===== config.mk =====
export PLATFORM = sky130hd
export DESIGN_NAME = regfile_wb_flat
export DESIGN_NICKNAME = d
export VERILOG_FILES = /design/src/rtl/regfile_wb_if.sv /design/src/rtl/regfile_wb.sv /design/src/flat_wrapper.sv
export SDC_FILE = /design/constraint.sdc
export NUM_CORES = 1
export LEC_CHECK = 0
export BUFFER_PORTS_ARGS = -buffer_cell sky130_fd_sc_hd__buf_4
export CAP_MARGIN = 30
export CORE_MARGIN = 2
export CORE_UTILIZATION = 55
export DETAILED_ROUTE_END_ITERATION = 8
export PLACE_DENSITY = 0.68
export SLEW_MARGIN = 20
export SYNTH_ARGS = -nofsm -noshare
export SYNTH_HDL_FRONTEND = slang
export SYNTH_SLANG_ARGS = --single-unit

===== constraint.sdc =====
create_clock -name clk -period 6.5 [get_ports clk]
set_input_delay 0.975 -clock clk [delete_from_list [all_inputs] [get_ports clk]]
set_output_delay 0.975 -clock clk [all_outputs]
set_load 0.01 [all_outputs]

===== src/rtl/regfile_wb_if.sv =====
`default_nettype none
// ============================================================================
// Module   : regfile_wb_if
// Brief    : Write-back / operand-read bundle between the pipeline and regfile_wb.
// Revision : 1.0
// ============================================================================
interface regfile_wb_if #(
    parameter int DATA_W = 32,
    parameter int ADDR_W = 5
);
    logic              we;
    logic [ADDR_W-1:0] waddr;
    logic [DATA_W-1:0] wdata;
    logic              re1;
    logic [ADDR_W-1:0] raddr1;
    logic [DATA_W-1:0] rdata1;
    logic              re2;
    logic [ADDR_W-1:0] raddr2;
    logic [DATA_W-1:0] rdata2;
    logic              init_done;
`ifdef REGFILE_WR_COUNT_EN
    logic [31:0]       wr_cnt;
`else
    // no accepted-write counter in this build
`endif

    modport master (
        output we, waddr, wdata, re1, raddr1, re2, raddr2,
        input  rdata1, rdata2, init_done
`ifdef REGFILE_WR_COUNT_EN
        , input wr_cnt
`endif
    );

    modport slave (
        input  we, waddr, wdata, re1, raddr1, re2, raddr2,
        output rdata1, rdata2, init_done
`ifdef REGFILE_WR_COUNT_EN
        , output wr_cnt
`endif
    );
endinterface
`default_nettype wire


===== src/rtl/regfile_wb.sv =====
`default_nettype none
// ============================================================================
// Module   : regfile_wb
// Brief    : Write-back register file, post-reset clearing sequencer, two
//            bypassed combinational read ports. REGFILE_WR_COUNT_EN adds wr_cnt.
// Revision : 1.0
// ============================================================================
module regfile_wb #(
    parameter int DATA_W = 32,
    parameter int ADDR_W = 5,
    parameter int NREG   = 32
) (
    input  wire             clk,
    input  wire             rst,
    regfile_wb_if.slave     bus
);

    localparam logic [ADDR_W-1:0] c_LAST = ADDR_W'(NREG - 1);

    typedef enum logic [0:0] {
        ST_INIT  = 1'b0,
        ST_READY = 1'b1
    } state_t;

    state_t            r_state;
    state_t            w_state_next;
    logic [ADDR_W-1:0] r_clr_cnt;
    logic [ADDR_W-1:0] w_clr_cnt_next;
    logic              w_clear_en;
    logic              w_init_done;
    logic              w_wr_en;
    logic [DATA_W-1:0] r_regs [NREG];
    logic [DATA_W-1:0] w_rdata1;
    logic [DATA_W-1:0] w_rdata2;

    always_ff @(posedge clk) begin
        if (rst) begin
            r_state   <= ST_INIT;
            r_clr_cnt <= '0;
        end else begin
            r_state   <= w_state_next;
            r_clr_cnt <= w_clr_cnt_next;
        end
    end

    always_comb begin
        w_state_next   = r_state;
        w_clr_cnt_next = r_clr_cnt;
        w_clear_en     = 1'b0;
        w_init_done    = 1'b0;
        case (r_state)
            ST_INIT: begin
                w_clear_en     = 1'b1;
                w_clr_cnt_next = r_clr_cnt + ADDR_W'(1);
                if (r_clr_cnt == c_LAST) begin
                    w_state_next = ST_READY;
                end
            end
            ST_READY: begin
                w_init_done = 1'b1;
            end
            default: begin
                w_state_next = ST_INIT;
            end
        endcase
    end

    // Register 0 is never a write target; it only ever holds the cleared value.
    assign w_wr_en = w_init_done && bus.we && (bus.waddr != '0);

    always_ff @(posedge clk) begin
        if (!rst) begin
            if (w_clear_en) begin
                r_regs[r_clr_cnt] <= '0;
            end else if (w_wr_en) begin
                r_regs[bus.waddr] <= bus.wdata;
            end
        end
    end

    // Bypass compares against raw we/waddr; raddr==0 is already forced to 0 above it.
    always_comb begin
        w_rdata1 = '0;
        if (w_init_done && bus.re1 && (bus.raddr1 != '0)) begin
            if (bus.we && (bus.waddr == bus.raddr1)) begin
                w_rdata1 = bus.wdata;
            end else begin
                w_rdata1 = r_regs[bus.raddr1];
            end
        end
    end

    always_comb begin
        w_rdata2 = '0;
        if (w_init_done && bus.re2 && (bus.raddr2 != '0)) begin
            if (bus.we && (bus.waddr == bus.raddr2)) begin
                w_rdata2 = bus.wdata;
            end else begin
                w_rdata2 = r_regs[bus.raddr2];
            end
        end
    end

    assign bus.rdata1    = w_rdata1;
    assign bus.rdata2    = w_rdata2;
    assign bus.init_done = w_init_done;

`ifdef REGFILE_WR_COUNT_EN
    logic [31:0] r_wr_cnt;

    always_ff @(posedge clk) begin
        if (rst) begin
            r_wr_cnt <= '0;
        end else if (w_wr_en && (r_wr_cnt != 32'hFFFF_FFFF)) begin
            r_wr_cnt <= r_wr_cnt + 32'd1;
        end
    end

    assign bus.wr_cnt = r_wr_cnt;
`else
    // write counter not built
`endif

endmodule
`default_nettype wire

===== src/flat_wrapper.sv =====
// flat-port wrapper written by rule: the top's interface ports become plain ports
module regfile_wb_flat 
#(
    parameter int DATA_W = 32,
    parameter int ADDR_W = 5,
    parameter int NREG   = 32
)
  (clk, rst, bus_we, bus_waddr, bus_wdata, bus_re1, bus_raddr1, bus_re2, bus_raddr2, bus_rdata1, bus_rdata2, bus_init_done);
  regfile_wb_if #(.DATA_W(DATA_W), .ADDR_W(ADDR_W)) bus_i ();
  input  wire clk;
  input  wire rst;
  input wire logic [$bits(bus_i.we)-1:0] bus_we;
  input wire logic [$bits(bus_i.waddr)-1:0] bus_waddr;
  input wire logic [$bits(bus_i.wdata)-1:0] bus_wdata;
  input wire logic [$bits(bus_i.re1)-1:0] bus_re1;
  input wire logic [$bits(bus_i.raddr1)-1:0] bus_raddr1;
  input wire logic [$bits(bus_i.re2)-1:0] bus_re2;
  input wire logic [$bits(bus_i.raddr2)-1:0] bus_raddr2;
  output wire logic [$bits(bus_i.rdata1)-1:0] bus_rdata1;
  output wire logic [$bits(bus_i.rdata2)-1:0] bus_rdata2;
  output wire logic [$bits(bus_i.init_done)-1:0] bus_init_done;
  assign bus_i.we = bus_we;
  assign bus_i.waddr = bus_waddr;
  assign bus_i.wdata = bus_wdata;
  assign bus_i.re1 = bus_re1;
  assign bus_i.raddr1 = bus_raddr1;
  assign bus_i.re2 = bus_re2;
  assign bus_i.raddr2 = bus_raddr2;
  assign bus_rdata1 = bus_i.rdata1;
  assign bus_rdata2 = bus_i.rdata2;
  assign bus_init_done = bus_i.init_done;
  regfile_wb #(.DATA_W(DATA_W), .ADDR_W(ADDR_W), .NREG(NREG)) u_core (.clk(clk), .rst(rst), .bus(bus_i));
endmodule

# Word level (Yosys, flattened, before mapping)
# Memory sizes are Yosys's and may differ from the RTL's.
# Index checks and enable logic that the tools add are counted.
[word_totals] n_memories=1 regBits=6 inputBits=52 ramBits=1024 elab_cells=36 out_inout_bits=65
[memory_table] name="u_core.r_regs" depth=32 width=32 rd=2 rd_clocked_by_memory_dff=0 write_ports=1 line="regfile_wb.sv:32" rtl="logic [DATA_W-1:0] r_regs [NREG];"
[classes] n_eq_ne=3 muxes=17 addsub=1 reduce_logical=12
[op_table] operator="$mux W32" count=5
[op_table] operator="$reduce_or A32 Y1" count=1
[op_table] operator="$reduce_bool A5 Y1" count=3
[op_table] operator="$mux W1" count=11
[op_table] operator="$eq A5 B5 Y1" count=2
[op_table] operator="$logic_and A1 B1 Y1" count=8
[op_table] operator="$add A5 B1 Y5 const B" count=1
[op_table] operator="$eq A5 B5 Y1 const B" count=1
[op_table] operator="$mux W5" count=1

# Longest topological paths before layout
[depth] depth_word=9 mapped_depth=9 ltp_nobuf=5

# Least setup slack after synthesis
# OpenSTA, ideal clock, no wires.
[synth_timing] path_kind="input port to flip-flop" start="in bus_waddr[4]" end="mem u_core.r_regs[25][0] (enable)" path_buffers=3 path_stages=7 path_slack_ns=2.459 setup_ns=0.421 required_time_ns=6.079 arrival_ns=3.620 cell_sequence="clkbuf_1 nor3_1 a21oi_1 clkbuf_1 buf_2 a41oi_1 nor2_1"
[synth_via] elab_chain_len=8 elab_cells_between_ends=9 cone_classes="6 x mux; 3 x reduce/logical"
[synth_lines] element="from (decl)" line="flat_wrapper.sv:13" rtl="input wire logic [$bits(bus_i.waddr)-1:0] bus_waddr;"
[synth_lines] element="$reduce_bool A5 Y1" line="regfile_wb.sv:69" rtl="assign w_wr_en = w_init_done && bus.we && (bus.waddr != '0);"
[synth_lines] element="$logic_and A1 B1 Y1" line="regfile_wb.sv:69"
[synth_lines] element="$mux W1" line="regfile_wb.sv:75" rtl="end else if (w_wr_en) begin"
[synth_lines] element="$mux W1" line="regfile_wb.sv:73" rtl="if (w_clear_en) begin"
[synth_lines] element="$mux W1" line="regfile_wb.sv:72" rtl="if (!rst) begin"
[synth_lines] element="$mux W1 (not written as such)" line="regfile_wb.sv:76" rtl="r_regs[bus.waddr] <= bus.wdata;"
[synth_lines] element="$reduce_or A32 Y1 (no line)"
[synth_lines] element="$mux W5 (no line) or $mux W1 (tied branches)"
[synth_lines] element="to (decl)" line="regfile_wb.sv:32"
# Several ways; a longest one is shown, not always the timed one.

# Final worst setup path
[layout_timing] start="in bus_raddr2[1]" end="out bus_rdata2[1]"
[layout_via] elab_chain_len=4 elab_cells_between_ends=7 cone_classes="1 x eq/ne; 2 x mux; 3 x reduce/logical; 1 x memory"
[layout_lines] element="from (decl)" line="flat_wrapper.sv:18" rtl="input wire logic [$bits(bus_i.raddr2)-1:0] bus_raddr2;"
[layout_lines] element="parallel branches: the longest is 3 deep, another holds $mem_v2 Z32 W32"
[layout_lines] element="$mux W32 *" line="regfile_wb.sv:95" rtl="if (w_init_done && bus.re2 && (bus.raddr2 != '0)) begin"
[layout_lines] element="to (decl)" line="flat_wrapper.sv:20" rtl="output wire logic [$bits(bus_i.rdata2)-1:0] bus_rdata2;"
# Every way passes the cells marked *.

==> key figures <==
Run status
  – Status: complete, no violations

Setup path
  – Crit Path Class: in -> out
  – Worst Setup SP: bus_raddr2[1]
  – Worst R2R Start: u_core.r_state$_SDFF_PP0_
  – Arrival time worst endpoint: 4.21 ns
  – Worst path required time: around 5.5 ns
  – Worst Path Max Fanout: 58
  – Setup crit start kind: input port
  – Worst Setup End Kind: output port

Timing
  – Slew margin rel.: 0.299
  – Setup violations, final: 0
  – Worst-margin pin slew: 1.05 ns
  – Crit share post-route: 0.797
  – Min Tclk post-route: about 5.2 ns
  – Setup TNS: 0 ns
  – Max Slew Vio Count: 0
  – Clk_skew: about 0.019 ns
  – RSZ-0062 raised after global routing: false
  – Final number of hold-violating endpoints: 0
  – Maximum clock rate: 0.193 GHz
  – Final hold slack: approximately 0.54 ns

Logic synthesis
  – Mapped Cells: ~2,700
  – Synth Area in Compound Gates: 0.0714
  – Cell taking the most area after synthesis: edfxtp_1
  – Post-synthesis mux area share: 0.239
  – Top FF cell, synth: edfxtp_1
  – Simple-gate portion of the synthesized area: 0.0285
  – Post-synthesis adder-cell area fraction: 0.000513
  – Top post-synthesis cells by area: edfxtp_1, mux4_2, mux2i_1
  – Register bit total from synthesis: 1,030
  – Synth Area in XOR/XNOR: 0.00234
  – Mapped Avg Cell Area: ~18 sq um
  – Mapped Nets: 2,801
  – Post-synth top area share: 0.631
  – EDFF count, synth: between 1,000 and 1,500
  – Yosys cell types: 54
  – Yosys warning total: 0
  – Part of the Yosys area used for sequential elements: 0.633
  – Ys async rst share: 0
  – Main combinational cell family by area after synthesis: multiplexers
  – Cell area after synthesis: 0.0487 sq mm

Route
  – Routed WL: 155 mm
  – DR DRC count: 0
  – Avg WL per Cell: roughly 38 microns
  – ANT nets after route: 0
  – DRT iter0 DRCs: roughly 4,500
  – Via count: 30,500
  – DR pass1 iterations: 6
  – Vias per inst: between 7 and 8

Placed design
  – IO buf count: about 120
  – Placed wire-length estimate: approximately 94 mm
  – Gpl congestion: between 0.8 and 0.9

Layout
  – Layout cells sized above 1: 0.281
  – Fill cells: between 6,000 and 7,000
  – Synth-to-layout area growth: 13.1%
  – Antenna cells: 0
  – Nets: 2,923

Global routing
  – Gr usage total: 0.342
  – Remaining Overflow, GRT: 0
  – Largest net degree at the start of global routing: slightly above 90
  – Vias in the first global route: between 30,000 and 40,000
  – Initial antenna violation count: 1
  – Global-route wire length before repair: about 220 mm

Power and ir drop
  – Leakage power: 16.6 nW
  – Power Density: roughly 260 mW/mm^2
  – Power, Total: between 10 and 15 mW
  – Worst-case vdd ir drop: approximately 0.21 mV

Clocking
  – Reg clk slew, reported paths: roughly 0.060 ns
  – Maximum clock path buffer count: 3
  – Post-CTS Setup Inserts: 0
  – Worst-skew pair later-pin latency: between 0.6 and 0.7 ns
  – Clock Sinks: 1,030
  – PostCTS Resize Cnt: 0
  – Root Buffer: clkbuf_16
  – Max H-tree Level: 3
  – Hold buffer count at CTS: 0
  – Clock buffer count from CTS: approximately 100
  – TritonCTS clock tree: built

Worst hold path
  – Hold Startpoint: rst
  – Worst hold path type: in -> reg

Floorplanning
  – I/O pin cnt: roughly 120
  – Row count: between 100 and 150
  – Die Area: slightly above 0.09 sq mm
  – Core box area: 0.0881 sq mm
  – Die W: 302 microns
  – Starting Density: 0.553
  – Die height: between 300 and 400 microns

Flow run
  – Maximum capacitance violations: 0
==> cell usage after synthesis (21+ instances only) <==
cell type / count
buf_2: 86
edfxtp_1: 1024
a22o_1: 21
buf_4: 25
nand2_1: 40
clkbuf_1: 100
a22oi_1: 149
o221ai_1: 52
a32o_1: 44
nor2_1: 85
and2_1: 36
a21oi_1: 75
o22ai_1: 38
o211ai_1: 26
mux4_2: 345
mux2i_1: 363
nand2b_1: 33
nand3_1: 33
==> kinds of logic (layout without fill, tap and decap cells) <==
kind of cell | after synthesis | count (layout)
DFF | 1030 | 1030
xor gates and xnor gates | 13 | 13
buffers and inverters | 242 | 450
muxes | 726 | 726
AOI/OAI and AO/OA | 460 | 460
and+or+nand+nor | 274 | 274
adders and majority gates | 2 | 2
==> registers in the layout, indices dropped and copies added, names as in the netlist <==
name,cells
u_core.r_state,1
u_core.r_clr_cnt,5
u_core.r_regs,1024
==> cells in the final DEF, fill, tap and decap left out, types with 21 or more instances in the layout <==
cell type,synthesis,layout
mux2i_1,363,363
nand2b_1,33,33
nand2_1,40,40
mux4_2,345,345
o221ai_1,52,52
and2_1,36,32
o22ai_1,38,38
a22o_1,21,21
clkinv_2,0,26
buf_4,25,196
o211ai_1,26,26
nor2_1,85,49
nand3_1,33,33
buf_8,0,29
clkinv_1,0,23
clkbuf_16,0,104
a32o_1,44,44
a21oi_1,75,72
edfxtp_1,1024,1024
nor2_4,0,36
a22oi_1,149,149
==> worst paths after layout <==
kind | endpoint | slack (ns) | cells after the start
hold / removal | u_core.r_state$_SDFF_PP0_ | 0.54 | 2
hold reg to reg | u_core.r_clr_cnt[0]$_SDFFE_PP0N_ | 0.62 | 2
setup reg to reg | u_core.r_regs[17][12]$_DFFE_PP_ | 2.24 | 5
setup / recovery | bus_rdata2[1] | 1.32 | 8
==> area by class of cell <==
cell class,count,area [sq um],share of cell area
clock buffer,120,2660,0.0483
clock inverter,71,672,0.0122
inverter,5,18.8,0.000340
multi-input combinational,1475,17000,0.309
sequential,1030,30900,0.560
tap,1165,1460,0.0264
timing repair buffer,254,2440,0.0442
==> where the power goes <==
group,internal [mW],leakage (nW),switching (mW)
clock,3.37,1.64,2.59
sequential,7.24,8.06,0.0233
combinational,0.360,6.89,0.599
==> worst max-delay path, stage by stage <==
cell and delay (ns):
buf_8 0.47, buf_4 0.78, mux4_2 0.59, a22o_1 0.30, a2111oi_2 0.29, a21oi_1 0.23, a22o_1 0.28, buf_4 0.15
==> metrics by stage <==
stage          setup WS, ns  instances  area [sq um]  utilization
2_1_floorplan          2.46       2747         48700            -
3_3_place_gp           1.40       3883         51000        0.579
3_5_place_dp           1.42       3897         51300        0.583
4_1_cts                1.41       4088         54700        0.621
5_1_grt                1.29       4120         55100        0.626
6_report               1.32       4120         55100        0.626
==> per-layer routing <==
layer  track usage  up-vias  part of all wire
met5             0        -                 0
met4         0.153        0             0.050
met3        0.0761      447              0.12
met2         0.543     2277              0.47
met1         0.456    15800              0.36
li1              -    11900                 -
Note: power is estimated with default switching activity, not from simulation.
